<file path="src/rtl/led_matrix_scanner.sv">
// Row-scan driver for bi-colour LED dot matrices. It double-buffers the frame,
// blanks the start of each row slot, and PWMs each colour's column drive.
module led_matrix_scanner #(
  parameter int ROWS      = 8,
  parameter int COLS      = 8,
  parameter int SCAN_DIV  = 1024,
  parameter int BLANK_CYC = 16,
  parameter int PWM_BITS  = 4
) (
  input  logic                 clk,
  input  logic                 rst,
  input  logic                 enable,
  input  logic [ROWS*COLS-1:0] frame_r,
  input  logic [ROWS*COLS-1:0] frame_g,
  input  logic                 frame_load,
  input  logic [PWM_BITS-1:0]  bright_r,
  input  logic [PWM_BITS-1:0]  bright_g,
  output logic                 frame_pend,
  output logic                 frame_sync,
  output logic [ROWS-1:0]      row,
  output logic [COLS-1:0]      col_r,
  output logic [COLS-1:0]      col_g
);

  localparam int SW = $clog2(SCAN_DIV);
  localparam int RW = $clog2(ROWS);
  localparam int N  = ROWS * COLS;

  logic [SW-1:0]       slot_cnt;
  logic [RW-1:0]       row_idx;
  logic [N-1:0]        disp_r, disp_g, pend_r, pend_g;
  logic                slot_end, frame_end, swap, blank;
  logic [SW-1:0]       pwm_diff;
  logic [PWM_BITS-1:0] pwm_pos;
  logic [ROWS-1:0]     row_sel;
  logic [COLS-1:0]     row_data_r, row_data_g;

  always_comb begin
    slot_end  = (slot_cnt == SW'(SCAN_DIV - 1));
    frame_end = slot_end && (row_idx == RW'(ROWS - 1));
    // While disabled there is no scan to tear, so a pending frame swaps at once.
    swap      = frame_pend && (!enable || frame_end);
    blank     = !enable || (slot_cnt < SW'(BLANK_CYC));
    pwm_diff  = slot_cnt - SW'(BLANK_CYC);
    pwm_pos   = pwm_diff[PWM_BITS-1:0];
  end

  always_comb begin
    row_sel    = '1;
    row_data_r = '0;
    row_data_g = '0;
    for (int i = 0; i < ROWS; i++) begin
      if (row_idx == RW'(i)) begin
        row_sel[i] = 1'b0;
        row_data_r = disp_r[i*COLS +: COLS];
        row_data_g = disp_g[i*COLS +: COLS];
      end
    end
  end

  always_ff @(posedge clk) begin
    if (rst || !enable) begin
      slot_cnt <= '0;
      row_idx  <= '0;
    end else if (slot_end) begin
      slot_cnt <= '0;
      row_idx  <= frame_end ? '0 : row_idx + RW'(1);
    end else begin
      slot_cnt <= slot_cnt + SW'(1);
    end
  end

  // A load coinciding with a swap keeps frame_pend set: display takes the old
  // pending data while the new data lands in the pending buffer.
  always_ff @(posedge clk) begin
    if (rst) begin
      disp_r     <= '0;
      disp_g     <= '0;
      pend_r     <= '0;
      pend_g     <= '0;
      frame_pend <= 1'b0;
    end else begin
      if (swap) begin
        disp_r <= pend_r;
        disp_g <= pend_g;
      end
      if (frame_load) begin
        pend_r     <= frame_r;
        pend_g     <= frame_g;
        frame_pend <= 1'b1;
      end else if (swap) begin
        frame_pend <= 1'b0;
      end
    end
  end

  always_ff @(posedge clk) begin
    if (rst) begin
      row        <= '1;
      col_r      <= '0;
      col_g      <= '0;
      frame_sync <= 1'b0;
    end else begin
      row        <= blank ? '1 : row_sel;
      col_r      <= (!blank && (pwm_pos < bright_r)) ? row_data_r : '0;
      col_g      <= (!blank && (pwm_pos < bright_g)) ? row_data_g : '0;
      frame_sync <= enable && (row_idx == '0) && (slot_cnt == '0);
    end
  end

endmodule

</file>
<file path="config.mk">
export PLATFORM = sky130hd
export DESIGN_NAME = led_matrix_scanner
export DESIGN_NICKNAME = d
export VERILOG_FILES = /design/src/rtl/led_matrix_scanner.sv
export SDC_FILE = /design/constraint.sdc
export NUM_CORES = 1
export LEC_CHECK = 0
export ABC_AREA = 0
export CORE_ASPECT_RATIO = 1.2
export CORE_UTILIZATION = 49
export CTS_CLUSTER_SIZE = 28
export DETAILED_ROUTE_END_ITERATION = 10
export PLACE_DENSITY = 0.76
export SYNTH_ARGS = -nofsm -noshare
export SYNTH_HDL_FRONTEND = slang
export SYNTH_SLANG_ARGS = --single-unit
</file>
<file path="constraint.sdc">
create_clock -name clk -period 2.2 [get_ports clk]
set_clock_uncertainty 0.1 [all_clocks]
set_input_delay 0.44 -clock clk [delete_from_list [all_inputs] [get_ports clk]]
set_output_delay 0.44 -clock clk [all_outputs]
set_load 0.005 [all_outputs]
</file>
==> metrics, run 1 <==
n_diodes=0; Buf+Inv Stages, Crit Path=2; fin crit share=between 90% and 100%; largest net degree at the start of global routing=94; CTS sink cnt=295; critical path, cell by cell=ha_1, ha_2, buf_12, nor3b_4, buf_12, a221o_1, o22ai_1, a21oi_1; gr usage total=around a quarter; Seq/Total Area, Yosys=49.79%; register bit count reported by yosys=slightly below 300; post-CTS setup buffer count=0; DR pass1 iterations=7; port bufs=roughly 170; remaining global-route overflow=0; worst vdd ir=around 0.00066 V; critical path required time=around 2.5 ns; gp weighted congestion=0.8675; # DRC=0; layout cells sized above 1=7.485%; post-synthesis async set-or-reset flop share=0%; Min-Delay Path Class=primary input to flip-flop; Slew Viols, Final=0; vias in the first global route=a little over 9000; Yosys cell types=between 40 and 50; CP top delay family=compound AO/OA/AOI/OAI gates; Syn Inst Count=about 1400; crit path DAT=between 2 and 2.5 ns; Vias=around 9800; layout overhead on the synthesized area=25.47%; Top-Level Pins=around 170; yosys warns=0; CP max-delay cell=dfxtp_1; RSZ-0062 raised after global routing=false; final setup vio count=0; post-route ant nets=0; EDFF count, synth=0; post-detail-place hpwl=between 20 and 25 mm; nets=~1700; wire length per cell=roughly 16 µm; Core ar.=~24000 µm²; Startpoint Class=flip-flop; synth top area cells=dfxtp_1, mux2i_1, nand2_1, a21oi_1, nor2_1; 1st-iter DRT viols=a little under 900; final wirelength=~30 mm; Worst setup EP type=flip-flop; Syn Nets=1523; max_slew headroom=a little over a third; Max Freq=approximately 480 MHz; worst slew pin tran=around 0.96 ns; DP Area=approximately 14000 µm²; CTS tree=built; filler instances=2034; initial antenna violation count=0; crit path time final=2.080 ns; final hold violations=0; Yosys top cell area share=about half; leakage power=5.601 nW; top_reg_cell synth=dfxtp_1; CP max stage delay=~0.38 ns; Power Total=roughly 11 mW; CP Max Fanout=18; Post-Syn Area per Cell=8.664 µm²; Max Cap Viol=0; Die ar.=~25000 µm²; post-synth top area cell=dfxtp_1; WS Path Type=flip-flop to flip-flop; clock tree root driver cell=clkbuf_16; Placement Rows=62; most used cell, CP=buf_12; Die Ht=~170 µm; clock buffer count from CTS=28; CTS HTree Levels=1; worst skew pair latency=between 0.5 and 0.6 ns; outcome=completed; Syn Std Cell Area=around 12000 µm²; cell area power density=about 760 nW/µm²; initial core utilization=49.81%; fin area=approximately 15000 µm²; drt via density=around 5.3; CTS clock-pin slew for the worst setup and hold paths=0.07 ns; DIE WIDTH=144.0 µm; clk buf depth=3; first-pass GRT wire length=around 47 mm
==> layer usage <==
metal  vias to the layer above  global-route usage, %  share of wire, %
met5                         -                      0                 0
met4                         0                  8.464               3.0
met3                        43                  2.935               5.3
met2                       297                  39.99                47
met1                      4656                  31.91                45
li1                       4848                      -                 -
==> cells in the final DEF, fill, tap and decap left out, types with 3 or more instances in the layout <==
master	count
nand2_1	314
dfxtp_1	294
a21oi_1	168
clkdlybuf4s50_1	163
nor2_1	146
mux2i_1	130
inv_1	46
clkbuf_16	29
buf_4	26
buf_12	19
a221o_1	16
nand3b_1	16
a221oi_1	16
o21ai_0	16
o221ai_1	16
o22ai_1	15
ha_1	12
nand3_1	9
a21oi_2	9
clkbuf_8	6
clkinv_2	5
clkbuf_1	5
a211oi_2	4
xor2_1	4
xnor2_1	4
nand2b_1	3
clkinvlp_4	3
==> cells in the mapped netlist, types with 2 or more instances <==
cell and instances:
and3_1 2, inv_1 46, mux2i_1 130, nor2_1 146
and2_1 2, dfxtp_1 295, a21oi_2 9, a211oi_2 4
ha_1 14, buf_1 4, buf_4 4, buf_6 13
clkbuf_1 45, a21oi_1 168, xnor2_1 4, a221oi_1 16
nand2b_1 3, a221o_1 16, o22ai_1 16, nand3b_1 16
xor2_1 4, nand2_1 314, nand3_1 9, buf_2 37
o21ai_1 2, clkbuf_2 2, nor4_1 2, o21ai_0 16
o221ai_1 16
==> path summary, 6_finish.rpt <==
path | startpoint | endpoint | slack, ns | depth (start not counted)
worst max-delay path | row_idx[1] | col_r[6] | 0.12 | 8
worst min-delay path | frame_load | pend_g[17] | 0.27 | 3
worst max register to register | row_idx[1] | col_r[6] | 0.12 | 8
worst min register to register | disp_r[20] | disp_r[20] | 0.35 | 2
==> registers in the layout (all words and copies together) (netlist names) <==
register / count
slot_cnt: 10
pend_g: 64
disp_r: 64
frame_sync: 1
pend_r: 64
row_idx: 3
disp_g: 64
frame_pend: 1
row: 8
col_r: 8
col_g: 8
==> power by group <==
group | switching (mW) | internal (mW)
sequential | 0.118 | 5.53
clock | 2.00 | 2.72
combinational | 0.428 | 0.488
total | 2.55 | 8.74
==> cell type report <==
cell class | count | area (µm²) | share of cell area, %
multi-input combinational | 921 | 5250 | 35.28
tap | 320 | 400.4 | 2.690
inverter | 47 | 177.7 | 1.194
timing repair buffer | 211 | 2240 | 15.05
sequential | 295 | 5907 | 39.69
clock inverter | 9 | 81.33 | 0.5464
clock buffer | 40 | 827.0 | 5.557
==> logic make-up (layout without fill, tap and decap cells) <==
group                    Yosys count  in the layout  share of synthesized area (%)
AO/OA/AOI/OAI                    267            267                          13.81
buffers and inverters            153            307                          6.340
flip-flops                       295            295                          49.79
XOR/XNOR                           8              8                         0.5907
adder cells (fa/ha/maj)           14             14                          1.477
multiplexers                     130            130                          10.97
AND/OR/NAND/NOR                  502            502                          17.03
==> worst register-to-register path, cell delays in order (launching register included) <==
cell and delay [ns]:
dfxtp_1 0.38, ha_1 0.20, ha_2 0.23, buf_12 0.17
nor3b_4 0.06, buf_12 0.15, a221o_1 0.32, o22ai_1 0.26
a21oi_1 0.10
==> what timing repair did <==
action                                  CTS  global route
gates resized for setup                   0             3
endpoints found under the setup margin    0             8
endpoints found under the hold margin     1             0
hold buffers                              1             0
==> metrics by stage <==
step	std cells	setup TNS [ns]	util (%)	hold slack, ns	worst slack, ns
after global routing	1843	0	62.49	0.2662	0.02705
after CTS	1843	0	62.45	0.2586	0.07171
final	1843	0	62.49	0.2692	0.1203
after global placement	1793	0	58.60	0.3403	0.01564
after detailed placement	1793	-0.007638	58.60	0.3466	-0.007638
after floorplan	1369	0	-	0.3312	0.003732
No activity file was read; power rests on OpenSTA's default activity.
==> run 2, diff against run 1 <==
Settings changed: CORE_UTILIZATION 49 to 50, PLACE_DENSITY 0.76 to 0.74.
Clock period 2.2 ns to 2.35 ns, I/O delays scaled along.
==> metrics, run 2 (same netlist as run 1, synthesis figures left out) <==
outcome=completed; Worst setup EP type=flip-flop; Startpoint Class=flip-flop; DIE WIDTH=142.6 µm; Top-Level Pins=approximately 170; 1st-iter DRT viols=between 700 and 800; final cell count without fillers=roughly 1800; crit path time final=about 2.3 ns; DR pass1 iterations=5; Slew Viols, Final=0; Vias=9889; fin crit share=a little over nine tenths; post-CTS setup buffer count=0; commonest non-fill, non-tap cells in the layout=nand2_1, dfxtp_1, a21oi_1, clkdlybuf4s50_1, nor2_1; layout overhead on the synthesized area=25.86%; n_diodes=0; cell area power density=735.7 nW/µm²; Max Freq=441.0 MHz; CTS HTree Levels=1; TNS Setup=0 ns; initial antenna violation count=0; gr usage total=24.48%; CTS tree=built; worst slew pin tran=approximately 0.95 ns; Max Cap Viol=0; dpl cells=between 1500 and 2000; clk buf depth=3; clock tree root driver cell=clkbuf_16; initial core utilization=approximately 51%; Min-Delay Path Class=primary input to flip-flop; gp weighted congestion=approximately 0.86; first-pass GRT wire length=around 47 mm; worst skew pair latency=0.55 ns; commonest non-fill, non-tap cell in the layout=nand2_1; final hold violations=0; vias in the first global route=8956; largest net degree at the start of global routing=91; critical path required time=2.70 ns; port bufs=between 150 and 200; wire length per cell=between 15 and 20 µm; clock buffer count from CTS=29; final wirelength=approximately 30 mm; WS Path Type=flip-flop to flip-flop; drt via density=5.366; final setup vio count=0; Resized cells post-CTS=0; crit path DAT=around 2.6 ns; RSZ-0062 raised after global routing=false; # DRC=0; Core ar.=23200 µm²; remaining global-route overflow=0; max_slew headroom=between 30% and 40%; Die ar.=~24000 µm²; nets=around 1700; Die Ht=170.7 µm; # hold bufs at CTS=0; leakage power=about 5.6 nW; post-route ant nets=0; CP Max Fanout=8; Placement Rows=about 60; CTS sink cnt=around 300; CTS clock-pin slew for the worst setup and hold paths=~0.060 ns; worst vdd ir=about 0.00053 V; post-detail-place hpwl=20.76 mm; layout cells sized above 1=around 7.9%; filler instances=just over 2000
run 2: cell count changes in the layout (fill, tap and decap cells not counted), sizes merged:
cell and change:
buf +2, bufinv +2, clkinv -1, clkinvlp +2, dlygate4sd3 -1, inv +1
run 2: per-layer routing:
layer / vias up / routed length [µm] / track usage [%]
li1: 4874 / - / -
met1: 4667 / 13590 / 33.59
met2: 310 / 14120 / 40.17
met3: 38 / 1568 / 3.107
met4: 0 / 753 / 7.153
met5: - / 0 / 0
run 2: path summary, 6_finish.rpt:
check	cells after the start	from	slack, ns	end
setup / recovery	7	row_idx[0]	0.08	col_g[7]
hold / removal	2	rst	0.06	pend_g[47]
setup reg to reg	7	row_idx[0]	0.08	col_g[7]
hold reg to reg	2	pend_r[1]	0.35	disp_r[1]
run 2: through the flow:
step / total power [mW] / utilization, % / area, µm² / setup WS [ns] / hold slack (ns)
final: 10.98 / 64.34 / 14930 / 0.08235 / 0.05770
after global placement: 6.235 / 59.93 / 13910 / 0.1428 / 0.3405
after global routing: 11.35 / 64.34 / 14930 / 0.009156 / 0.05820
after floorplan: 5.833 / - / 11860 / 0.09567 / 0.3312
after CTS: 11.03 / 64.30 / 14920 / 0.06869 / 0.05161
after detailed placement: 6.250 / 59.93 / 13910 / 0.1123 / 0.3417
run 2: area by class of cell:
| cell class | count | area (µm²) | area share [%] |
|---|---|---|---|
| sequential | 295 | 5906 | 39.56 |
| multi-input combinational | 921 | 5241 | 35.11 |
| inverter | 47 | 176.4 | 1.182 |
| timing repair buffer | 212 | 2198 | 14.73 |
| tap | 315 | 394.1 | 2.640 |
| clock buffer | 40 | 857.1 | 5.741 |
| clock inverter | 13 | 156.4 | 1.048 |
run 2: worst max-delay path: stages (launching register included):
cell and delay [ns]:
dfxtp_1 0.36, ha_1 0.24, ha_1 0.22, or3_1 0.50
buf_4 0.25, a21oi_1 0.17, o22ai_1 0.13, a21oi_1 0.21
run 2: power breakdown:
group          switching, mW  internal [mW]
Combinational          0.396          0.453
Sequential             0.115           5.18
Clock                   1.96           2.88
Total                   2.48           8.51
==> run 3, diff against run 2 <==
==> constraint.sdc (replaced) <==
create_clock -name clk -period 2.35 [get_ports clk]
set_clock_uncertainty 0.1 [all_clocks]
set_input_delay 0.47 -clock clk [delete_from_list [all_inputs] [get_ports clk]]
set_output_delay 0.47 -clock clk [all_outputs]
set_load 0.02 [all_outputs]
==> results of run 3 <==
The final DEF is identical to that of run 2. Status: completed.
Main changes from that run: total power 10.98 mW -> 10.99 mW
==> variant (config.mk and constraints of run 1) <==
Change the parameter `COLS` from 8 to 9.
--- a/src/rtl/led_matrix_scanner.sv
+++ b/src/rtl/led_matrix_scanner.sv
@@ -2,7 +2,7 @@
 // blanks the start of each row slot, and PWMs each colour's column drive.
 module led_matrix_scanner #(
   parameter int ROWS      = 8,
-  parameter int COLS      = 8,
+  parameter int COLS      = 9,
   parameter int SCAN_DIV  = 1024,
   parameter int BLANK_CYC = 16,
   parameter int PWM_BITS  = 4
Interface: changed (resized col_g, col_r, frame_g and frame_r); port bits go from 166 to 184. The function was not compared with the original's and may differ.
==> variant against run 1 <==
- the flow now finishes with violations (design-rule violations)
- design area increased by 12%
- critical path type unchanged
- global-route usage increased by 0.44 points
- largest cell class unchanged
- routed wire length grew 15%
- largest power group unchanged
- worst setup slack got worse by 14 ps
- highest routed layer unchanged
- area after synthesis rose by 9.8%
- sequential cell count rose by 34
- power is 18% higher
==> variant: results (changes against run 1) <==
{| class="wikitable"
! Metric !! Value
|-
| Clock tree root buffer cell || clkbuf_16
|-
| Slew of the pin with the lowest slew margin || 1070 ps (+114 ps)
|-
| VDD IR-drop max || 0.690 mV (+4.1%)
|-
| Final antenna diode count || 0 (unchanged)
|-
| Total of fill cells in the finished design || 2146 (+5.5%)
|-
| Yosys cell types || 37 (-14%)
|-
| Total routing usage reported by global routing || 0.245 (+0.00436)
|-
| # nets final || 1859 (+12%)
|-
| Routed len/inst || 16.8 um (+3.4%)
|-
| Leakage power figure || 6.39 nW (+14%)
|-
| Outcome || finished, violations left
|-
| Inserted Clock Buffers || 34 (+21%)
|-
| Count of synthesis-stage warnings from yosys || 0 (unchanged)
|-
| Share of synthesized flip-flops with an asynchronous set or reset || 0 (unchanged)
|-
| Hpwl dp || 23.5 mm (+12%)
|-
| Via count of the routed design || 11200 (+14%)
|-
| Post-Synth Adder-Cell Area || 0.0134 (-0.00132)
|-
| Post-synthesis sequential area ratio || 0.506 (+0.00783)
|-
| Compound-Gate Fraction of Synth Area || 0.139 (+0.000838)
|-
| Clock slew at the register clock pins of the worst setup and hold paths || 60 ps
|-
| Ratio of cells with drive above 1 in the final layout || 0.0782 (+0.00337)
|-
| Worst-path maximum fanout || 18 (unchanged)
|-
| Placed cell areas || 15400 um^2 (+10%)
|-
| Pin count of the biggest net entering global routing || 106 (+13%)
|-
| First-pass GRT wire length || 53.0 mm (+12%)
|-
| Number of buffers on the longest clock path || 3 (unchanged)
|-
| Min-delay src || rst
|-
| Multiplexer fraction of the synthesized cell area || 0.112 (+0.00251)
|-
| Type of the most critical hold path || in2reg
|-
| Violation count after the first detailed-route iteration || 910 (+5.1%)
|-
| Worst Setup SP || row_idx[1]
|-
| Number of antenna violations at the first check in global routing || 0 (unchanged)
|-
| Worst-Skew Late Latency || 510 ps (-30 ps)
|-
| GPL Wtd Cong || 0.845 (-2.7%)
|-
| Primary flip-flop cell chosen by synthesis mapping || dfxtp_1
|-
| Syn_nets || 1691 (+11%)
|-
| Xor/xnor cell area share of the yosys netlist || 0.00538 (-0.000527)
|-
| Count of H-tree levels built during CTS || 2 (+1)
|-
| Count of input and output buffers || 183 (+11%)
|-
| Most frequent cells after synthesis || 352 x nand2_1, 329 x dfxtp_1, 199 x a21oi_1, 162 x nor2_1, 146 x mux2i_1
|-
| Violated checks || design-rule violations
|-
| Number of design rule violations left after detail routing || 2 (+2)
|-
| Largest cells by area after synthesis || dfxtp_1 51%, mux2i_1 11%, nand2_1 10%
|-
| TritonRoute pass-1 iters || 10 (+3)
|}
-- variant: layer usage --
layer	wire (um)	track usage	part of all wire	up-vias
li1	-	-	-	5456
met1	14700	0.319	0.43	5235
met2	16300	0.400	0.47	399
met3	2180	0.0395	0.063	85
met4	1300	0.0972	0.038	0
met5	0	0	0	-
-- variant: cell families after synthesis --
family,Yosys count
AO/OA/AOI/OAI,299
XOR/XNOR,8
adder cells (fa/ha/maj),14
buffers and inverters,167
flip-flops,329
multiplexers,146
AND/OR/NAND/NOR,558
-- variant: where the power goes --
group	internal (mW)	leakage [nW]	total, mW	switching [mW]
clock network	3.64	0.585	5.97	2.33
logic	0.556	3.12	1.04	0.486
registers	6.17	2.68	6.31	0.139
total	10.4	6.39	13.3	2.96
-- variant: timing repair --
item	4_1_cts	5_1_grt
endpoints found under the setup margin	0	60
buffers inserted	0	4
gates resized for setup	0	6
-- variant: metrics by stage --
stage | worst slack [ps] | instances | hold WS, ps | total power [mW]
after floorplan | 51.9 | 1521 | 331 | 6.92
after global placement | 113 | 1979 | 339 | 7.42
after detailed placement | 52.2 | 1979 | 346 | 7.44
after CTS | 45.0 | 2039 | 33.5 | 13.4
after global routing | 11.2 | 2048 | 37.1 | 13.8
final | 107 | 2048 | 43.0 | 13.3
-- variant: worst paths after layout --
kind	to	slack, ps	cells past startpoint
max	disp_g[49]	110	8
min	pend_r[70]	40	2
max reg2reg	disp_g[49]	110	8
min reg2reg	disp_r[9]	340	2
-- variant: area by class of cell --
cell class	instances	area (um^2)	area share
clock buffer	47	991	0.0592
clock inverter	13	191	0.0114
inverter	51	195	0.0117
multi-input combinational	1027	5790	0.346
sequential	329	6590	0.393
tap	335	419	0.0250
timing repair buffer	246	2570	0.153
-- variant: worst max-delay path, stage by stage, from the launching register on --
cell and delay (ps):
dfxtp_1 380, ha_1 210, ha_1 190, and4_4 290
a41o_4 360, buf_12 140, clkbuf_16 170, nand2_1 60
a21oi_1 130
